--- src/rtl/autoconfig_ram_ctrl.sv ---
// AutoConfig (Zorro II) responder plus a 2 MB FastRAM window decoder for a 68000 bus.
// The board answers the E8xxxx configuration space while unconfigured, then either
// takes a base address (and becomes a FastRAM window) or is told to shut up.
//
// Ports:
//   CPU_CLK            sole clock, rising edge
//   RESET              asynchronous, active-high reset
//   CPU_AS_n, RW       68000 address strobe and read/write (1 = read)
//   UDS_n, LDS_n       68000 data strobes
//   ADDRESS[23:1]      CPU address
//   DATA_IN[3:0]       CPU DATA[15:12] for configuration writes
//   CFGIN_n            AutoConfig chain enable (low = may respond)
//   DATA_OUT[3:0]      configuration nibble for DATA[15:12]
//   DATA_OE            drive enable for DATA_OUT
//   DTACK_n            acknowledge for cycles this board decodes
//   RAM_CS_n[1:0]      {upper, lower} FastRAM byte selects
//   CFGOUT_n           low once configured or shut up
module autoconfig_ram_ctrl #(
  parameter logic [7:0]  PRODUCT_ID   = 8'h01,
  parameter logic [15:0] MANUFACTURER = 16'h07DB,
  parameter logic [31:0] SERIAL       = 32'h00000000,
  parameter int unsigned RAM_WAIT     = 0
) (
  input  logic        CPU_CLK,
  input  logic        RESET,
  input  logic        CPU_AS_n,
  input  logic        RW,
  input  logic        UDS_n,
  input  logic        LDS_n,
  input  logic [23:1] ADDRESS,
  input  logic [3:0]  DATA_IN,
  input  logic        CFGIN_n,
  output logic [3:0]  DATA_OUT,
  output logic        DATA_OE,
  output logic        DTACK_n,
  output logic [1:0]  RAM_CS_n,
  output logic        CFGOUT_n
);

  typedef enum logic [1:0] {CfgUnconf, CfgConfigured, CfgShutup} cfg_e;
  typedef enum logic [1:0] {CycIdle, CycAccess, CycAck} cyc_e;

  localparam logic [1:0] RamWait = 2'(RAM_WAIT);

  cfg_e        cfg_q, cfg_d;
  cyc_e        cyc_q, cyc_d;
  logic [7:0]  base_q, base_d;
  logic [1:0]  cnt_q, cnt_d;
  logic        ram_q, ram_d;   // current cycle is FastRAM (else AutoConfig)
  logic        rw_q, rw_d;
  logic [3:0]  dout_q, dout_d;
  logic [1:0]  cs_q, cs_d;
  logic        ac_match, ram_match;

  // Only base[7:5] select the 2 MB window; the low bits are held but never decoded.
  logic unused_base;
  assign unused_base = ^base_q[4:0];

  // Configuration ROM nibble for a word address; offsets outside page 0 read as F.
  function automatic logic [3:0] ac_nibble(input logic [14:0] word);
    logic [3:0] nib;
    nib = 4'hF;
    if (word[14:7] == 8'h00) begin
      case (word[6:0])
        7'd0:    nib = 4'hE;
        7'd1:    nib = 4'h6;
        7'd2:    nib = ~PRODUCT_ID[7:4];
        7'd3:    nib = ~PRODUCT_ID[3:0];
        7'd4:    nib = ~4'h8;
        7'd8:    nib = ~MANUFACTURER[15:12];
        7'd9:    nib = ~MANUFACTURER[11:8];
        7'd10:   nib = ~MANUFACTURER[7:4];
        7'd11:   nib = ~MANUFACTURER[3:0];
        7'd12:   nib = ~SERIAL[31:28];
        7'd13:   nib = ~SERIAL[27:24];
        7'd14:   nib = ~SERIAL[23:20];
        7'd15:   nib = ~SERIAL[19:16];
        7'd16:   nib = ~SERIAL[15:12];
        7'd17:   nib = ~SERIAL[11:8];
        7'd18:   nib = ~SERIAL[7:4];
        7'd19:   nib = ~SERIAL[3:0];
        default: nib = 4'hF;  // flags low byte, reserved and unused offsets
      endcase
    end
    return nib;
  endfunction

  always_comb begin
    ac_match  = (ADDRESS[23:16] == 8'hE8) && !CFGIN_n && (cfg_q == CfgUnconf);
    ram_match = (cfg_q == CfgConfigured) && (ADDRESS[23:21] == base_q[7:5]);

    cyc_d  = cyc_q;
    cfg_d  = cfg_q;
    base_d = base_q;
    cnt_d  = cnt_q;
    ram_d  = ram_q;
    rw_d   = rw_q;
    dout_d = dout_q;

    unique case (cyc_q)
      CycIdle: begin
        if (!CPU_AS_n && (ac_match || ram_match)) begin
          cyc_d  = CycAccess;
          ram_d  = ram_match;
          rw_d   = RW;
          cnt_d  = ram_match ? RamWait : 2'd0;
          dout_d = (ac_match && RW) ? ac_nibble(ADDRESS[15:1]) : 4'hF;
        end
      end
      CycAccess: begin
        if (CPU_AS_n) begin
          cyc_d = CycIdle;  // abort: no acknowledge, no register write
        end else if (cnt_q == 2'd0) begin
          cyc_d = CycAck;
          if (!ram_q && !rw_q) begin
            case (ADDRESS[15:1])
              15'h0025: base_d[3:0] = DATA_IN;  // byte offset 4A
              15'h0024: begin                   // byte offset 48
                base_d[7:4] = DATA_IN;
                cfg_d       = CfgConfigured;
              end
              15'h0026: cfg_d = CfgShutup;      // byte offset 4C
              default: ;
            endcase
          end
        end else begin
          cnt_d = cnt_q - 2'd1;
        end
      end
      CycAck: begin
        if (CPU_AS_n) cyc_d = CycIdle;
      end
      default: cyc_d = CycIdle;
    endcase

    cs_d = ((cyc_d != CycIdle) && ram_d) ? {UDS_n, LDS_n} : 2'b11;
  end

  always_ff @(posedge CPU_CLK or posedge RESET) begin
    if (RESET) begin
      cyc_q  <= CycIdle;
      cfg_q  <= CfgUnconf;
      base_q <= 8'h00;
      cnt_q  <= 2'd0;
      ram_q  <= 1'b0;
      rw_q   <= 1'b1;
      dout_q <= 4'hF;
      cs_q   <= 2'b11;
    end else begin
      cyc_q  <= cyc_d;
      cfg_q  <= cfg_d;
      base_q <= base_d;
      cnt_q  <= cnt_d;
      ram_q  <= ram_d;
      rw_q   <= rw_d;
      dout_q <= dout_d;
      cs_q   <= cs_d;
    end
  end

  assign DATA_OUT = dout_q;
  assign DATA_OE  = (cyc_q != CycIdle) && !ram_q && rw_q;
  assign DTACK_n  = (cyc_q != CycAck);
  assign RAM_CS_n = cs_q;
  assign CFGOUT_n = (cfg_q == CfgUnconf);

endmodule

--- config.mk ---
export PLATFORM = sky130hd
export DESIGN_NAME = autoconfig_ram_ctrl
export DESIGN_NICKNAME = d
export VERILOG_FILES = /design/src/rtl/autoconfig_ram_ctrl.sv
export SDC_FILE = /design/constraint.sdc
export NUM_CORES = 1
export LEC_CHECK = 0
export BUFFER_PORTS_ARGS = -buffer_cell sky130_fd_sc_hd__buf_2
export CORE_MARGIN = 4
export CORE_UTILIZATION = 46
export DETAILED_ROUTE_END_ITERATION = 6
export GPL_TIMING_DRIVEN = 0
export HOLD_SLACK_MARGIN = 0.15
export PLACE_DENSITY = 0.78
export SLEW_MARGIN = 20
export SYNTH_ARGS = -nofsm -noshare
export SYNTH_HDL_FRONTEND = slang
export SYNTH_SLANG_ARGS = --single-unit
--- constraint.sdc ---
create_clock -name CPU_CLK -period 1.9 [get_ports CPU_CLK]
set_input_delay 0.19 -clock CPU_CLK [delete_from_list [all_inputs] [get_ports CPU_CLK]]
set_output_delay 0.19 -clock CPU_CLK [all_outputs]
set_load 0.02 [all_outputs]
==> results of run 1 <==
[cells in the mapped netlist, types with 2 or more instances]
library cell	instances	share of area (%)
sky130_fd_sc_hd__a21oi_1	3	1.5
sky130_fd_sc_hd__dfrtp_1	10	25
sky130_fd_sc_hd__dfstp_2	7	18
sky130_fd_sc_hd__ha_1	4	5.0
sky130_fd_sc_hd__inv_1	9	3.4
sky130_fd_sc_hd__mux2_2	6	6.7
sky130_fd_sc_hd__mux2i_1	3	3.0
sky130_fd_sc_hd__nand2_1	2	0.75
sky130_fd_sc_hd__nand2b_1	4	2.5
sky130_fd_sc_hd__nand3_1	3	1.5
sky130_fd_sc_hd__nand3b_1	3	2.2
sky130_fd_sc_hd__nand4_1	3	1.9
sky130_fd_sc_hd__nor2_1	6	2.2
sky130_fd_sc_hd__nor3_1	2	1.0
sky130_fd_sc_hd__nor4_1	2	1.2
sky130_fd_sc_hd__o21ai_0	4	2.0
sky130_fd_sc_hd__o22ai_1	2	1.2
sky130_fd_sc_hd__or3_1	2	1.2
sky130_fd_sc_hd__xnor2_1	3	2.6
[final timing paths]
kind	depth (start not counted)	slack, ps	from	endpoint
max	6	110	CPU_AS_n	base_q[7]
min	3	310	ADDRESS[2]	cfg_q[0]
max reg2reg	6	120	cnt_q[0]	base_q[7]
min reg2reg	2	470	DATA_OUT[0]	DATA_OUT[0]
max in group asynchronous	3	1000	RESET	cyc_q[1]
min in group asynchronous	3	510	RESET	base_q[6]
[layout make-up]
type,count,area (um^2)
Antenna cell,1,2.50
Clock buffer,3,22.5
Clock inverter,1,5.00
Fill cell,181,651
Inverter,9,33.8
Multi-Input combinational cell,69,554
Sequential cell,17,434
Tap cell,27,33.8
Timing Repair Buffer,49,285
[worst max-delay path, cell delays in order]
cell	delay, ps
sky130_fd_sc_hd__dlygate4sd3_1	550
sky130_fd_sc_hd__buf_2	160
sky130_fd_sc_hd__nand4bb_1	210
sky130_fd_sc_hd__nor4_2	370
sky130_fd_sc_hd__nand3_2	190
sky130_fd_sc_hd__mux2_2	310
[sequential cells by signal, summed over array words and instances (netlist names)]
register  cells
cyc_q         2
base_q        3
cfg_q         2
ram_q         1
DATA_OUT      4
rw_q          1
cnt_q         2
RAM_CS_n      2
[layer usage]
metal | part of all wire (%) | track usage (%) | up-vias | wire [um]
met2 | 53 | 31.7 | 31 | 1300
li1 | - | - | 455 | -
met5 | 0 | 0 | - | 0
met3 | 7.6 | 3.54 | 2 | 189
met1 | 39 | 20.6 | 433 | 965
met4 | 0.77 | 9.13 | 0 | 19
[where the power goes]
group          total [mW]  switching, mW  internal, mW
clock network       0.197          0.119        0.0784
logic               0.102         0.0466        0.0549
registers           0.371        0.00285         0.368
[cell families (layout without fill, tap and decap cells)]
logic type | after synthesis | count (layout) | share of synthesized area, %
simple gates | 39 | 39 | 26.4
flops | 17 | 17 | 43.3
compound gates | 13 | 13 | 8.10
mux | 10 | 10 | 11.2
buf+inv | 9 | 62 | 3.37
fa+ha+maj | 4 | 4 | 4.99
xor+xnor | 3 | 3 | 2.62
other cells | 0 | 1 | 0
[through the flow]
step           std cells  worst slack (ps)  hold WS (ps)  total power [mW]  setup TNS, ps
6_report             176               107           305             0.669              0
5_1_grt              175             -24.5           331             0.708          -53.5
4_1_cts              175              55.0           297             0.672              0
3_5_place_dp         163              14.9           305             0.464              0
3_3_place_gp         163              44.1           292             0.459              0
2_1_floorplan         95               223           111             0.414              0
[repair_timing]
item / in CTS / in global routing
setup buffers: 0 / 0
endpoints found under the hold margin: 17 / 0
hold buffers: 8 / 0
gates cloned: 0 / 0
pin swaps: 0 / 1
endpoints found under the setup margin: 2 / 5
gates resized for setup: 1 / 2
==> run_summary.xml, run 1 <==
<?xml version="1.0" encoding="UTF-8"?>
<metrics>
  <group name="run_status">
    <metric name="run_status" unit="">completed</metric>
  </group>
  <group name="pwr">
    <metric name="power_per_cell_area" unit="nW/um^2">488</metric>
    <metric name="vdd_ir_drop_max" unit="V">0.000438</metric>
    <metric name="p_leak" unit="nW">0.649</metric>
  </group>
  <group name="synth">
    <metric name="synthesis.area_per_instance" unit="um^2">10.6</metric>
    <metric name="synth_enable_flop_cells" unit="">0</metric>
    <metric name="ys_ff_latch" unit="">17</metric>
    <metric name="syn-num-nets" unit="">133</metric>
    <metric name="cells_after_synthesis" unit="">95</metric>
    <metric name="portion_of_the_post_synthesis_area_used_by_sequential_elements" unit="%">43.3</metric>
    <metric name="yosysUniqueCellTypes" unit="">36</metric>
    <metric name="synth_warnings" unit="">0</metric>
    <metric name="netlist_area" unit="um^2">1000</metric>
    <metric name="synth_flop_cell" unit="">sky130_fd_sc_hd__dfrtp_1</metric>
    <metric name="synth-async-reset-ratio" unit="%">100</metric>
  </group>
  <group name="critical_path">
    <metric name="crit_arrival" unit="ps">1980</metric>
    <metric name="timing_worst_setup_path_type" unit="">in -&gt; reg</metric>
    <metric name="setup.worst_path.end_class" unit="">flip-flop</metric>
    <metric name="cp_max_fo" unit="">6</metric>
    <metric name="worst_setup_path_start_kind" unit="">primary input</metric>
    <metric name="cp.required" unit="ps">2090</metric>
  </group>
  <group name="detailed_routing">
    <metric name="dr.pass1.iters" unit="">4</metric>
    <metric name="route.vias.total" unit="">921</metric>
    <metric name="routed_via_density" unit="">5.23</metric>
    <metric name="drt.antenna.violating_nets" unit="">0</metric>
    <metric name="detailedRoute.firstIterationViolations" unit="">6</metric>
    <metric name="post_drt_wl_per_cell" unit="um">14.1</metric>
    <metric name="totalWireLength" unit="um">2480</metric>
    <metric name="drt_drc_violations_left" unit="">0</metric>
  </group>
  <group name="global_route">
    <metric name="antenna_found_initial" unit="">0</metric>
    <metric name="first_global_vias" unit="">933</metric>
    <metric name="first_pass_grt_wire_length" unit="um">3840</metric>
    <metric name="grt.total_usage" unit="%">18.1</metric>
    <metric name="largest_net_degree_at_the_start_of_global_routing" unit="">18</metric>
    <metric name="overflow" unit="">0</metric>
  </group>
  <group name="layout">
    <metric name="area.growth.synth_to_final" unit="%">36.7</metric>
    <metric name="final_layout_size_suffix_gt1_share" unit="%">43.9</metric>
    <metric name="final_common_cell" unit="">sky130_fd_sc_hd__buf_2</metric>
    <metric name="most-common-layout-cells" unit="">41 x sky130_fd_sc_hd__buf_2, 10 x sky130_fd_sc_hd__dfrtp_1, 9 x sky130_fd_sc_hd__inv_1</metric>
    <metric name="post-route-util" unit="%">67.8</metric>
    <metric name="final_design_area_no_fill" unit="um^2">1370</metric>
    <metric name="final_net_count" unit="">187</metric>
  </group>
  <group name="timing">
    <metric name="slew_violations" unit="">0</metric>
    <metric name="fmaxAchievable" unit="MHz">558</metric>
    <metric name="finClkSkew" unit="ps">2.09</metric>
    <metric name="final.min_clock_period" unit="ps">1790</metric>
    <metric name="final_setup_violating_endpoints" unit="">0</metric>
    <metric name="final_min_period_over_clock_period" unit="%">94.4</metric>
    <metric name="max_slew_margin" unit="%">58.4</metric>
    <metric name="worst_slew_pin_slew" unit="ps">623</metric>
    <metric name="timing_hold_violations_final" unit="">0</metric>
  </group>
  <group name="die">
    <metric name="die_y" unit="um">54.7</metric>
    <metric name="fp.dieArea" unit="um^2">2990</metric>
    <metric name="initial_utilization" unit="%">49.6</metric>
    <metric name="fp.coreArea" unit="um^2">2020</metric>
    <metric name="ioPinCount" unit="">43</metric>
    <metric name="die_width" unit="um">54.7</metric>
    <metric name="rows" unit="">16</metric>
  </group>
  <group name="job">
    <metric name="max_cap_viol_count" unit="">0</metric>
  </group>
  <group name="clock_tree">
    <metric name="tritoncts" unit="">done</metric>
    <metric name="max-clock-path-buffers" unit="">2</metric>
    <metric name="clock_insertion_delay_worst_skew" unit="ps">290</metric>
    <metric name="cts_inserted_buffers" unit="">3</metric>
    <metric name="cts.htree.levels" unit="">1</metric>
    <metric name="cts.reportedPaths.clkPinSlew" unit="ps">100</metric>
    <metric name="clkSinkCount" unit="">17</metric>
    <metric name="clock-root-buffer" unit="">sky130_fd_sc_hd__clkbuf_4</metric>
  </group>
  <group name="placement">
    <metric name="routabilityCongestion" unit="">0.750</metric>
    <metric name="port_buffers" unit="">41</metric>
    <metric name="dpl.hpwl" unit="um">1890</metric>
    <metric name="dpl-instance-area" unit="um^2">1240</metric>
  </group>
  <group name="hold_path">
    <metric name="path_category_of_the_worst_min_delay_check" unit="">in -&gt; reg</metric>
  </group>
</metrics>
Power figures use the tool's default switching activity.
==> inputs of run 2 (changes only) <==
- CAP_MARGIN: unset -> 20
- CORE_UTILIZATION: 46 -> 42
- PLACE_DENSITY: 0.78 -> 0.75
- clock period: 1.9 -> 1.6 ns (I/O delays scaled with it)
==> run 2 against run 1 <==
- the flow now finishes with violations (setup timing)
- global-route usage down 0.95 points
- first-iteration DRC count is the same
- critical endpoint is now DATA_OUT[3]
- sequential cell count unchanged
==> run_summary.xml, run 2 (synthesis results as in run 1) <==
<?xml version="1.0" encoding="UTF-8"?>
<metrics>
  <group name="run_status">
    <metric name="run_status" unit="">complete, but fails checks</metric>
    <metric name="violations" unit="">setup timing</metric>
  </group>
  <group name="layout">
    <metric name="area.growth.synth_to_final" unit="%">48.0</metric>
    <metric name="final_net_count" unit="">196</metric>
    <metric name="flip_flop_count_of_the_largest_register_all_copies_and_words_added" unit="">4</metric>
    <metric name="nFillCells" unit="">202</metric>
    <metric name="most-common-layout-cells" unit="">41 x sky130_fd_sc_hd__buf_2, 10 x sky130_fd_sc_hd__dfrtp_1, 9 x sky130_fd_sc_hd__buf_4</metric>
    <metric name="final_layout_size_suffix_gt1_share" unit="%">50.3</metric>
    <metric name="antenna_cells_inserted" unit="">0</metric>
    <metric name="non_filler_instances" unit="">185</metric>
    <metric name="final_common_cell" unit="">sky130_fd_sc_hd__buf_2</metric>
  </group>
  <group name="die">
    <metric name="fp.dieArea" unit="um^2">3240</metric>
    <metric name="rows" unit="">17</metric>
    <metric name="die_width" unit="um">56.9</metric>
    <metric name="ioPinCount" unit="">43</metric>
    <metric name="initial_utilization" unit="%">44.9</metric>
    <metric name="die_y" unit="um">56.9</metric>
    <metric name="fp.coreArea" unit="um^2">2230</metric>
  </group>
  <group name="pwr">
    <metric name="sequential_power_share" unit="%">55.5</metric>
    <metric name="vdd_ir_drop_max" unit="V">0.000386</metric>
    <metric name="p_leak" unit="nW">0.705</metric>
    <metric name="net_switching_fraction_of_the_power" unit="%">24.3</metric>
    <metric name="net-switching-power" unit="mW">0.192</metric>
    <metric name="p_comb_share" unit="%">15.6</metric>
    <metric name="power.clock.fraction" unit="%">28.9</metric>
    <metric name="power_per_cell_area" unit="nW/um^2">534</metric>
    <metric name="internal_power" unit="mW">0.600</metric>
  </group>
  <group name="critical_path">
    <metric name="timing_worst_setup_path_type" unit="">reg -&gt; reg</metric>
    <metric name="crit_arrival" unit="ps">1990</metric>
    <metric name="regToRegStartpoint" unit="">cfg_q[0]</metric>
    <metric name="cp.required" unit="ps">1830</metric>
    <metric name="critical_path_buf_inv_count" unit="">0</metric>
    <metric name="setup.worst_path.end_class" unit="">flip-flop</metric>
    <metric name="cp_max_fo" unit="">3</metric>
    <metric name="crit_path_cell_trace" unit="">nor4_4 &gt; nand3_2 &gt; or4b_4 &gt; mux2_4</metric>
    <metric name="setup.worst_path.start" unit="">cfg_q[0]</metric>
    <metric name="critPathSlowestCell" unit="">sky130_fd_sc_hd__or4b_4</metric>
    <metric name="worst_setup_path_start_kind" unit="">flip-flop</metric>
    <metric name="critPathTopFamily" unit="">simple AND/OR/NAND/NOR gates</metric>
    <metric name="cpPeakStageDelay" unit="ps">560</metric>
  </group>
  <group name="detailed_routing">
    <metric name="wl_met2" unit="um">1390</metric>
    <metric name="route.vias.total" unit="">982</metric>
    <metric name="post_drt_wl_per_cell" unit="um">13.9</metric>
    <metric name="dr.pass1.iters" unit="">4</metric>
    <metric name="totalWireLength" unit="um">2570</metric>
    <metric name="top_layer_used" unit="">met4</metric>
    <metric name="met3_wirelength" unit="um">148</metric>
    <metric name="drt-met1-wl" unit="um">984</metric>
    <metric name="routed_via_density" unit="">5.31</metric>
    <metric name="drt.antenna.violating_nets" unit="">0</metric>
    <metric name="detailedRoute.firstIterationViolations" unit="">6</metric>
    <metric name="drt_drc_violations_left" unit="">0</metric>
  </group>
  <group name="global_route">
    <metric name="largest_net_degree_at_the_start_of_global_routing" unit="">18</metric>
    <metric name="antenna_found_initial" unit="">0</metric>
    <metric name="overflow" unit="">0</metric>
    <metric name="grt.total_usage" unit="%">17.2</metric>
    <metric name="first_global_vias" unit="">1068</metric>
    <metric name="first_pass_grt_wire_length" unit="um">4390</metric>
  </group>
  <group name="hold_path">
    <metric name="path_category_of_the_worst_min_delay_check" unit="">in -&gt; reg</metric>
    <metric name="hold_start" unit="">CPU_AS_n</metric>
  </group>
  <group name="clock_tree">
    <metric name="cts.reportedPaths.clkPinSlew" unit="ps">90</metric>
    <metric name="tritoncts" unit="">done</metric>
    <metric name="cts.htree.levels" unit="">1</metric>
    <metric name="clock_insertion_delay_worst_skew" unit="ps">290</metric>
    <metric name="cts_inserted_buffers" unit="">3</metric>
    <metric name="clkSinkCount" unit="">17</metric>
    <metric name="max-clock-path-buffers" unit="">2</metric>
    <metric name="clock-root-buffer" unit="">sky130_fd_sc_hd__clkbuf_4</metric>
  </group>
  <group name="placement">
    <metric name="dpl_worst_slack" unit="ps">-226</metric>
    <metric name="port_buffers" unit="">41</metric>
    <metric name="routabilityCongestion" unit="">0.741</metric>
    <metric name="dpl.cell_count" unit="">164</metric>
    <metric name="dpl.hpwl" unit="um">1880</metric>
  </group>
  <group name="timing">
    <metric name="setup-tns-final" unit="ps">-841</metric>
    <metric name="final_setup_violating_endpoints" unit="">9</metric>
    <metric name="fmaxAchievable" unit="MHz">568</metric>
    <metric name="final_min_period_over_clock_period" unit="%">110</metric>
    <metric name="slew_violations" unit="">0</metric>
    <metric name="finClkSkew" unit="ps">0.730</metric>
    <metric name="timing_hold_violations_final" unit="">0</metric>
    <metric name="worst_slew_pin_slew" unit="ps">641</metric>
    <metric name="max_slew_margin" unit="%">57.2</metric>
    <metric name="postLayoutSetupSlackWorst" unit="ps">-160</metric>
    <metric name="final.min_clock_period" unit="ps">1760</metric>
    <metric name="worst_hold_slack" unit="ps">162</metric>
    <metric name="setup_repair_after_global_routing_missed_its_margin" unit="">yes</metric>
  </group>
  <group name="job">
    <metric name="max_cap_viol_count" unit="">0</metric>
  </group>
</metrics>
==> run 2: power by group through the flow <==
stage	Sequential [mW]	Combinational, mW	Clock, mW
2_1_floorplan	0.450	0.0428	0
3_3_place_gp	0.447	0.0992	0
3_5_place_dp	0.447	0.104	0
4_1_cts	0.440	0.121	0.238
5_1_grt	0.441	0.137	0.258
6_report	0.440	0.123	0.229
==> run 2: metrics by stage <==
step	util [%]	total power, mW	area [um^2]
5_1_grt	66.5	0.836	1490
2_1_floorplan	-	0.493	1010
3_3_place_gp	56.0	0.546	1250
4_1_cts	63.6	0.800	1420
6_report	66.5	0.793	1490
3_5_place_dp	56.0	0.551	1250
==> run 2: tightest hold or removal path, cell delays in order <==
cell	delay, ps
sky130_fd_sc_hd__buf_2	130
sky130_fd_sc_hd__nor2_1	60
sky130_fd_sc_hd__nand3_1	70
==> run 2: layout make-up <==
cell class	count	area (um^2)	share of cell area, %
tap	28	35.0	2.36
sequential	17	434	29.2
clock buffer	4	26.3	1.77
timing repair buffer	58	353	23.8
inverter	9	33.8	2.27
multi-input combinational	69	603	40.6
==> run 2: repair_timing <==
item / 4_1_cts / 5_1_grt
resized for setup: 6 / 4
endpoints found under the hold margin: 17 / 0
setup endpoints to repair: 12 / 14
pin swaps: 5 / 1
hold buffers: 8 / 0
buffers inserted: 4 / 5
==> run 2: worst paths after layout <==
| check | to | slack (ps) | depth (start not counted) |
|---|---|---|---|
| min in group asynchronous | base_q[7] | 490 | 3 |
| max in group asynchronous | cfg_q[0] | 700 | 3 |
| hold / removal | RAM_CS_n[0] | 160 | 3 |
| setup / recovery | DATA_OUT[3] | -160 | 4 |
| hold reg to reg | DATA_OUT[0] | 470 | 2 |
| setup reg to reg | DATA_OUT[3] | -160 | 4 |
==> run 2: per-layer routing <==
layer | GRT usage, % | vias to the layer above
met5 | 0 | -
met4 | 8.28 | 0
met3 | 3.91 | 9
met2 | 31.2 | 31
met1 | 18.3 | 473
li1 | - | 469
